==> src/rtl/nn_seq_ctrl_if.sv <==
// Stream-strobe and micro-op handshake bundle shared by nn_seq_ctrl,
// the input pads and the NN datapath/register file.
interface nn_seq_ctrl_if #(
    parameter int AW = 4
);
    logic          in_valid_w1;
    logic          in_valid_w2;
    logic          in_valid_d;
    logic          in_valid_t;
    logic          w1_we;
    logic [AW-1:0] w1_addr;
    logic          w2_we;
    logic [AW-1:0] w2_addr;
    logic          d_we;
    logic [AW-1:0] d_addr;
    logic          t_we;
    logic          op_valid;
    logic [2:0]    op_code;
    logic [AW-1:0] op_idx;
    logic          op_done;
    logic          out_valid;
    logic          weights_ready;
    logic          overrun;

    modport master (
        input  in_valid_w1, in_valid_w2, in_valid_d, in_valid_t, op_done,
        output w1_we, w1_addr, w2_we, w2_addr, d_we, d_addr, t_we,
               op_valid, op_code, op_idx, out_valid, weights_ready, overrun
    );

    modport slave (
        output in_valid_w1, in_valid_w2, in_valid_d, in_valid_t, op_done,
        input  w1_we, w1_addr, w2_we, w2_addr, d_we, d_addr, t_we,
               op_valid, op_code, op_idx, out_valid, weights_ready, overrun
    );
endinterface

==> src/rtl/nn_seq_ctrl.sv <==
// Sequencing controller for the NN training datapath: addresses the weight,
// data and target streams and issues the fixed forward/backward/update op sequence.
module nn_seq_ctrl #(
    parameter int N_IN  = 4,
    parameter int N_HID = 3,
    parameter int AW    = 4
) (
    input  logic          clk,
    input  logic          rst_n,
    nn_seq_ctrl_if.master bus
);
    localparam int W1_WORDS = N_IN * N_HID;

    // Counters are one bit wider than the address so they can hold the "full" value.
    localparam logic [AW:0]   W1_FULL  = (AW+1)'(W1_WORDS);
    localparam logic [AW:0]   W2_FULL  = (AW+1)'(N_HID);
    localparam logic [AW:0]   D_FULL   = (AW+1)'(N_IN);
    localparam logic [AW-1:0] HID_LAST = AW'(N_HID - 1);
    localparam logic [AW-1:0] W1_LAST  = AW'(W1_WORDS - 1);

    typedef enum logic [2:0] {IDLE, WAIT_D, FWD_H, FWD_O, BWD, UPD_W2, UPD_W1} state_t;

    state_t        state, state_nx;
    logic          waiting, waiting_nx;
    logic [AW-1:0] idx, idx_nx, last_idx;
    logic [AW:0]   w1_cnt, w1_cnt_nx, w2_cnt, w2_cnt_nx, d_cnt, d_cnt_nx;
    logic [AW:0]   w1_base, w2_base;
    logic          t_flag, t_flag_nx;
    logic          ready, ready_nx;
    logic          overrun_q, overrun_nx;
    logic          reload, any_valid;

    always_ff @(posedge clk) begin
        if (!rst_n) begin
            state     <= IDLE;
            waiting   <= 1'b0;
            idx       <= '0;
            w1_cnt    <= '0;
            w2_cnt    <= '0;
            d_cnt     <= '0;
            t_flag    <= 1'b0;
            ready     <= 1'b0;
            overrun_q <= 1'b0;
        end else begin
            state     <= state_nx;
            waiting   <= waiting_nx;
            idx       <= idx_nx;
            w1_cnt    <= w1_cnt_nx;
            w2_cnt    <= w2_cnt_nx;
            d_cnt     <= d_cnt_nx;
            t_flag    <= t_flag_nx;
            ready     <= ready_nx;
            overrun_q <= overrun_nx;
        end
    end

    always_comb begin
        state_nx   = state;
        waiting_nx = waiting;
        idx_nx     = idx;
        w1_cnt_nx  = w1_cnt;
        w2_cnt_nx  = w2_cnt;
        d_cnt_nx   = d_cnt;
        t_flag_nx  = t_flag;
        ready_nx   = ready;
        overrun_nx = overrun_q;
        reload     = 1'b0;
        w1_base    = w1_cnt;
        w2_base    = w2_cnt;
        any_valid  = bus.in_valid_w1 | bus.in_valid_w2 | bus.in_valid_d | bus.in_valid_t;

        bus.w1_we         = 1'b0;
        bus.w1_addr       = w1_cnt[AW-1:0];
        bus.w2_we         = 1'b0;
        bus.w2_addr       = w2_cnt[AW-1:0];
        bus.d_we          = 1'b0;
        bus.d_addr        = d_cnt[AW-1:0];
        bus.t_we          = 1'b0;
        bus.op_valid      = 1'b0;
        bus.op_code       = 3'd0;
        bus.op_idx        = '0;
        bus.weights_ready = ready;
        bus.overrun       = overrun_q;
        // The network result is ready exactly when BWD idx 0 is being issued.
        bus.out_valid     = (state == BWD) && !waiting && (idx == '0);

        case (state)
            FWD_H, BWD, UPD_W2: last_idx = HID_LAST;
            UPD_W1:             last_idx = W1_LAST;
            default:            last_idx = '0;
        endcase

        if (state == IDLE || state == WAIT_D) begin
            // A weight word after a complete load starts a fresh load from address 0.
            reload = (state == WAIT_D) && (bus.in_valid_w1 || bus.in_valid_w2);
            if (reload) begin
                w1_base  = '0;
                w2_base  = '0;
                ready_nx = 1'b0;
                state_nx = IDLE;
            end
            bus.w1_addr = w1_base[AW-1:0];
            bus.w2_addr = w2_base[AW-1:0];
            w1_cnt_nx   = w1_base;
            w2_cnt_nx   = w2_base;
            if (bus.in_valid_w1 && w1_base != W1_FULL) begin
                bus.w1_we = 1'b1;
                w1_cnt_nx = w1_base + 1'b1;
            end
            if (bus.in_valid_w2 && w2_base != W2_FULL) begin
                bus.w2_we = 1'b1;
                w2_cnt_nx = w2_base + 1'b1;
            end

            if (state == IDLE) begin
                if (w1_cnt_nx == W1_FULL && w2_cnt_nx == W2_FULL) begin
                    ready_nx = 1'b1;
                    state_nx = WAIT_D;
                end
            end else if (!reload) begin
                if (bus.in_valid_d && d_cnt != D_FULL) begin
                    bus.d_we = 1'b1;
                    d_cnt_nx = d_cnt + 1'b1;
                end
                if (bus.in_valid_t) begin
                    bus.t_we  = 1'b1;
                    t_flag_nx = 1'b1;
                end
                if (d_cnt == D_FULL && t_flag) begin
                    state_nx   = FWD_H;
                    waiting_nx = 1'b0;
                    idx_nx     = '0;
                    d_cnt_nx   = '0;
                    t_flag_nx  = 1'b0;
                end
            end
        end else begin
            overrun_nx = overrun_q | any_valid;
            bus.op_idx = idx;
            case (state)
                FWD_H:   bus.op_code = 3'd1;
                FWD_O:   bus.op_code = 3'd2;
                BWD:     bus.op_code = 3'd3;
                UPD_W2:  bus.op_code = 3'd4;
                default: bus.op_code = 3'd5;
            endcase

            if (!waiting) begin
                bus.op_valid = 1'b1;
                waiting_nx   = 1'b1;
            end else if (bus.op_done) begin
                waiting_nx = 1'b0;
                if (idx != last_idx) begin
                    idx_nx = idx + 1'b1;
                end else begin
                    idx_nx = '0;
                    case (state)
                        FWD_H:   state_nx = FWD_O;
                        FWD_O:   state_nx = BWD;
                        BWD:     state_nx = UPD_W2;
                        UPD_W2:  state_nx = UPD_W1;
                        default: state_nx = WAIT_D;
                    endcase
                end
            end
        end
    end
endmodule

==> src/flat_wrapper.sv <==
// flat-port wrapper written by rule: the top's interface ports become plain ports
module nn_seq_ctrl_flat 
#(
    parameter int N_IN  = 4,
    parameter int N_HID = 3,
    parameter int AW    = 4
)
  (clk, rst_n, bus_in_valid_w1, bus_in_valid_w2, bus_in_valid_d, bus_in_valid_t, bus_op_done, bus_w1_we, bus_w1_addr, bus_w2_we, bus_w2_addr, bus_d_we, bus_d_addr, bus_t_we, bus_op_valid, bus_op_code, bus_op_idx, bus_out_valid, bus_weights_ready, bus_overrun);
  nn_seq_ctrl_if #(.AW(AW)) bus_i ();
  input  logic clk;
  input  logic rst_n;
  input wire logic [$bits(bus_i.in_valid_w1)-1:0] bus_in_valid_w1;
  input wire logic [$bits(bus_i.in_valid_w2)-1:0] bus_in_valid_w2;
  input wire logic [$bits(bus_i.in_valid_d)-1:0] bus_in_valid_d;
  input wire logic [$bits(bus_i.in_valid_t)-1:0] bus_in_valid_t;
  input wire logic [$bits(bus_i.op_done)-1:0] bus_op_done;
  output wire logic [$bits(bus_i.w1_we)-1:0] bus_w1_we;
  output wire logic [$bits(bus_i.w1_addr)-1:0] bus_w1_addr;
  output wire logic [$bits(bus_i.w2_we)-1:0] bus_w2_we;
  output wire logic [$bits(bus_i.w2_addr)-1:0] bus_w2_addr;
  output wire logic [$bits(bus_i.d_we)-1:0] bus_d_we;
  output wire logic [$bits(bus_i.d_addr)-1:0] bus_d_addr;
  output wire logic [$bits(bus_i.t_we)-1:0] bus_t_we;
  output wire logic [$bits(bus_i.op_valid)-1:0] bus_op_valid;
  output wire logic [$bits(bus_i.op_code)-1:0] bus_op_code;
  output wire logic [$bits(bus_i.op_idx)-1:0] bus_op_idx;
  output wire logic [$bits(bus_i.out_valid)-1:0] bus_out_valid;
  output wire logic [$bits(bus_i.weights_ready)-1:0] bus_weights_ready;
  output wire logic [$bits(bus_i.overrun)-1:0] bus_overrun;
  assign bus_i.in_valid_w1 = bus_in_valid_w1;
  assign bus_i.in_valid_w2 = bus_in_valid_w2;
  assign bus_i.in_valid_d = bus_in_valid_d;
  assign bus_i.in_valid_t = bus_in_valid_t;
  assign bus_i.op_done = bus_op_done;
  assign bus_w1_we = bus_i.w1_we;
  assign bus_w1_addr = bus_i.w1_addr;
  assign bus_w2_we = bus_i.w2_we;
  assign bus_w2_addr = bus_i.w2_addr;
  assign bus_d_we = bus_i.d_we;
  assign bus_d_addr = bus_i.d_addr;
  assign bus_t_we = bus_i.t_we;
  assign bus_op_valid = bus_i.op_valid;
  assign bus_op_code = bus_i.op_code;
  assign bus_op_idx = bus_i.op_idx;
  assign bus_out_valid = bus_i.out_valid;
  assign bus_weights_ready = bus_i.weights_ready;
  assign bus_overrun = bus_i.overrun;
  nn_seq_ctrl #(.N_IN(N_IN), .N_HID(N_HID), .AW(AW)) u_core (.clk(clk), .rst_n(rst_n), .bus(bus_i));
endmodule
==> config.mk <==
export PLATFORM = sky130hd
export DESIGN_NAME = nn_seq_ctrl_flat
export DESIGN_NICKNAME = d
export VERILOG_FILES = /design/src/rtl/nn_seq_ctrl_if.sv /design/src/rtl/nn_seq_ctrl.sv /design/src/flat_wrapper.sv
export SDC_FILE = /design/constraint.sdc
export NUM_CORES = 1
export LEC_CHECK = 0
export ABC_CLOCK_PERIOD_IN_PS = 3200
export BUFFER_PORTS_ARGS = -buffer_cell sky130_fd_sc_hd__buf_2
export CAP_MARGIN = 20
export CORE_ASPECT_RATIO = 1.25
export CORE_MARGIN = 2
export CORE_UTILIZATION = 25
export DETAILED_ROUTE_END_ITERATION = 10
export PLACE_DENSITY_LB_ADDON = 0.2
export SLEW_MARGIN = 0
export SYNTH_ARGS = -nofsm -noshare
export SYNTH_HDL_FRONTEND = slang
export SYNTH_SLANG_ARGS = --single-unit
==> constraint.sdc <==
create_clock -name clk -period 3.2 [get_ports clk]
set_input_delay 0.48 -clock clk [delete_from_list [all_inputs] [get_ports clk]]
set_output_delay 0.48 -clock clk [all_outputs]
set_load 0.01 [all_outputs]
==> summary.md <==
| Metric | Value |
|---|---|
| TritonRoute pass-1 iters | 4 |
| Final layout net count | 294 |
| Number of synthesized register bits | 26 |
| Core Area | 0.007702 mm^2 |
| N_diodes | 0 |
| Worst hold path type | reg -> reg |
| Worst Skew | 7.768 ps |
| Clock Root Buffer | clkbuf_8 |
| Relative slew slack | 51.37% |
| Routability cong. | 0.8899 |
| CP endpoint | bus_w1_we |
| R2R Setup Slk | 610 ps |
| Post-synth top cells | 26 x dfxtp_1, 25 x nand2_1, 24 x nor2_1 |
| Site row count | 36 |
| DP Area | 0.002190 mm^2 |
| CP Capture Type | output pin |
| CTS max path bufs | 2 |
| CTS tree | done |
| Slowest-stage cell, CP | or3b_4 |
| Cell Area, Synth | 0.001954 mm^2 |
| I/O pin count | 34 |
| Layout cell share with drive strength beyond 1 | 20.94% |
| Most frequent cell after synthesis | dfxtp_1 |
| Synth area leaders | dfxtp_1 27%, ha_1 5.1%, a21oi_1 4.9% |
| First-pass GRT wire length | 8.983 mm |
| Detailed Route WL | 5.581 mm |
| Post-synthesis sequential area ratio | 26.63% |
| Fin crit period | 2958 ps |
| Die Ht | 102.9 um |
| TritonCTS buffer count | 3 |
| Final setup viols | 0 |
| Syn Nets | 267 |
| CP Class | reg -> out |
| Busiest grt layer | met2 |
| Library cells used by synthesis | 62 |
| Power per cell area | 372.7 mW/mm^2 |
| Syn_area_per_cell | 7.755 um^2 |
| Skew-Pair Late Insertion Delay | 280 ps |
| Max Slew Vio Count | 0 |
| Synth area leader | dfxtp_1 |
| Ys async rst share | 0% |
| Cell area after layout | 0.002247 mm^2 |
| Die W | 83.08 um |
| GR Overflow Total | 0 |
| CTS clk-pin slew, worst paths | 100 ps |
| Fraction of the cycle the final worst path needs | 92.42% |
| Vias in the first global route | 1,812 |
| Slew @ Worst Pin | 723.2 ps |
| Final TNS setup | 0 ps |
| Global Route Usage Sum | 13.05% |
| Yosys warns | 0 |
| Post-DP HPWL | 4.166 mm |
| R2R Path End | u_core.state[0]$_SDFFE_PN0P_ |
| Synth Flop Type | dfxtp_1 |
| DRT iter0 DRCs | 78 |
| Initial antenna violation count | 0 |
| NetSw | 0.3071 mW |
| Final ANT Viol Nets | 0 |
| Grt met2 use | 22.70% |
| Fmax | 338.1 MHz |
| CP Cell Sequence | or3b_4 -> o21ai_2 -> ha_1 -> nand4b_1 -> o211ai_1 -> inv_1 -> buf_2 |
| RR Startpoint | u_core.state[1]$_SDFFE_PN0P_ |
| Clock power share | 23.3% |
| Cell-internal power | 0.5306 mW |
| Per-cell routed wire length | 15.00 um |
| Max_cap viols | 0 |
| Grt met3 use | 1.521% |
| Crit Path Max Fanout | 12 |
| Starting Density | 25.37% |
| VDD IR max | 0.1482 mV |
| Final routed DRC violation total | 0 |
| Register-to-Register Path Depth | 8 |
| Via count | 1,937 |
| Die area | 0.008545 mm^2 |
| Worst path arrival time | 2480 ps |
| Setup bufs post-CTS | 0 |
| Crit path largest cell delay | 500 ps |
| CTS sink count | 26 |
| Met1 GRT Util | 16.30% |
| Routed vias/inst | 5.207 |
| H-tree levels | 1 |
| Status | complete, no violations |
| RSZ-0062 raised after global routing | false |
| LEAKAGE | 0.9391 nW |
| Comb power frac | 32.7% |
| Yosys top cell area share | 26.63% |
| Seq pwr share | 44.0% |
| Largest net degree at the start of global routing | 21 |
| Sw Ratio | 36.66% |
| EDFF count, synth | 0 |
| Final Hold Fails | 0 |
| Crit path from | u_core.state[1]$_SDFFE_PN0P_ |
| Port Buffers | 33 |
| Crit path required time | 2720 ps |
| Syn Inst Count | 252 |
| Area added between synthesis and finish | 14.98% |
| Worst Setup Start Kind | flip-flop |
per-layer routing:
metal  part of all wire (%)  vias up
met5                      0        -
met4                    1.7        0
met3                    4.0        8
met2                     50       54
met1                     45      924
li1                       -      951
worst min path at each step:
stage	start	endpoint	slack, ps	cells past startpoint
after global placement	u_core.bus.overrun$_SDFFE_PN0P_	u_core.bus.overrun$_SDFFE_PN0P_	460	2
after global routing	u_core.bus.overrun$_SDFFE_PN0P_	u_core.bus.overrun$_SDFFE_PN0P_	520	2
after detailed placement	u_core.bus.overrun$_SDFFE_PN0P_	u_core.bus.overrun$_SDFFE_PN0P_	480	2
final	u_core.bus.overrun$_SDFFE_PN0P_	u_core.bus.overrun$_SDFFE_PN0P_	490	2
after floorplan	u_core.w2_cnt[1]$_SDFFE_PN0N_	u_core.w2_cnt[1]$_SDFFE_PN0N_	470	2
after CTS	u_core.bus.overrun$_SDFFE_PN0P_	u_core.bus.overrun$_SDFFE_PN0P_	500	2
flip-flops by register name, indices dropped and copies added (netlist names):
| signal | count |
|---|---|
| u_core.bus.weights_ready | 1 |
| u_core.bus.overrun | 1 |
| u_core.w1_cnt | 5 |
| u_core.d_cnt | 5 |
| u_core.waiting | 1 |
| u_core.t_flag | 1 |
| u_core.state | 3 |
| u_core.idx | 4 |
| u_core.w2_cnt | 5 |
stage by stage:
stage	hold WS (ps)	setup slack, ps	power [mW]	instances	utilization (%)
finish	488.6	242.4	0.8376	372	29.17
CTS	498.7	159.8	0.8419	372	28.96
floorplan	466.6	889.2	0.5602	252	-
global route	524.0	25.66	0.8975	372	29.17
detailed placement	475.4	465.6	0.6449	369	28.43
global placement	462.2	501.2	0.6491	369	28.43
worst max-delay path: cells and delay by family (launching register included):
family                     cells  cell delay [ps]
adders and majority gates      1              230
DFF                            1              460
buffers and inverters          2              210
and+or+nand+nor                2              720
AOI/OAI and AO/OA              2              570
layout by cell type, fill, tap and decap left out, types with 3 or more instances in the layout:
master and count:
nor2_1 24, nor4_1 3, nand4b_1 3, a31oi_1 4, o21a_1 3, a21oi_1 19, and2_1 9, and3_1 4
dfxtp_1 26, a211oi_1 3, nand4_1 9, ha_1 8, o21ai_0 6, nand2_1 25, o21ai_1 3, buf_2 33
nor2b_1 4, buf_4 5, clkbuf_8 3, nand3_1 6, nor3_1 6, xnor2_1 5, inv_1 18
power by group through the flow:
stage               Sequential [mW]  Clock (mW)  Combinational, mW
floorplan                     0.362           0              0.198
global route                  0.372       0.218              0.307
CTS                           0.367       0.203              0.272
global placement              0.376           0              0.273
detailed placement            0.374           0              0.271
finish                        0.369       0.195              0.274
final cells by class:
type	instances	area (um^2)
well taps	95	118.9
clock buffers	3	41.29
multi-input cells	192	1296
flip-flops and latches	26	520.5
fillers	837	5455
inverters	18	67.56
repair buffers	38	202.7
what timing repair did:
item | in CTS | in global routing
gates resized for setup | 0 | 3
hold buffers | 0 | 0
setup endpoints to repair | 0 | 2
cell families (layout without fill, tap and decap cells):
| kind of cell | Yosys count | count (layout) | share of synthesized area [%] |
|---|---|---|---|
| DFF | 26 | 26 | 26.63 |
| muxes | 2 | 2 | 1.024 |
| AOI/OAI and AO/OA | 66 | 66 | 25.22 |
| xor gates and xnor gates | 7 | 7 | 3.137 |
| buffers and inverters | 34 | 59 | 7.874 |
| and+or+nand+nor | 109 | 109 | 30.99 |
| adders and majority gates | 8 | 8 | 5.122 |
No activity file was read; power rests on OpenSTA's default activity.
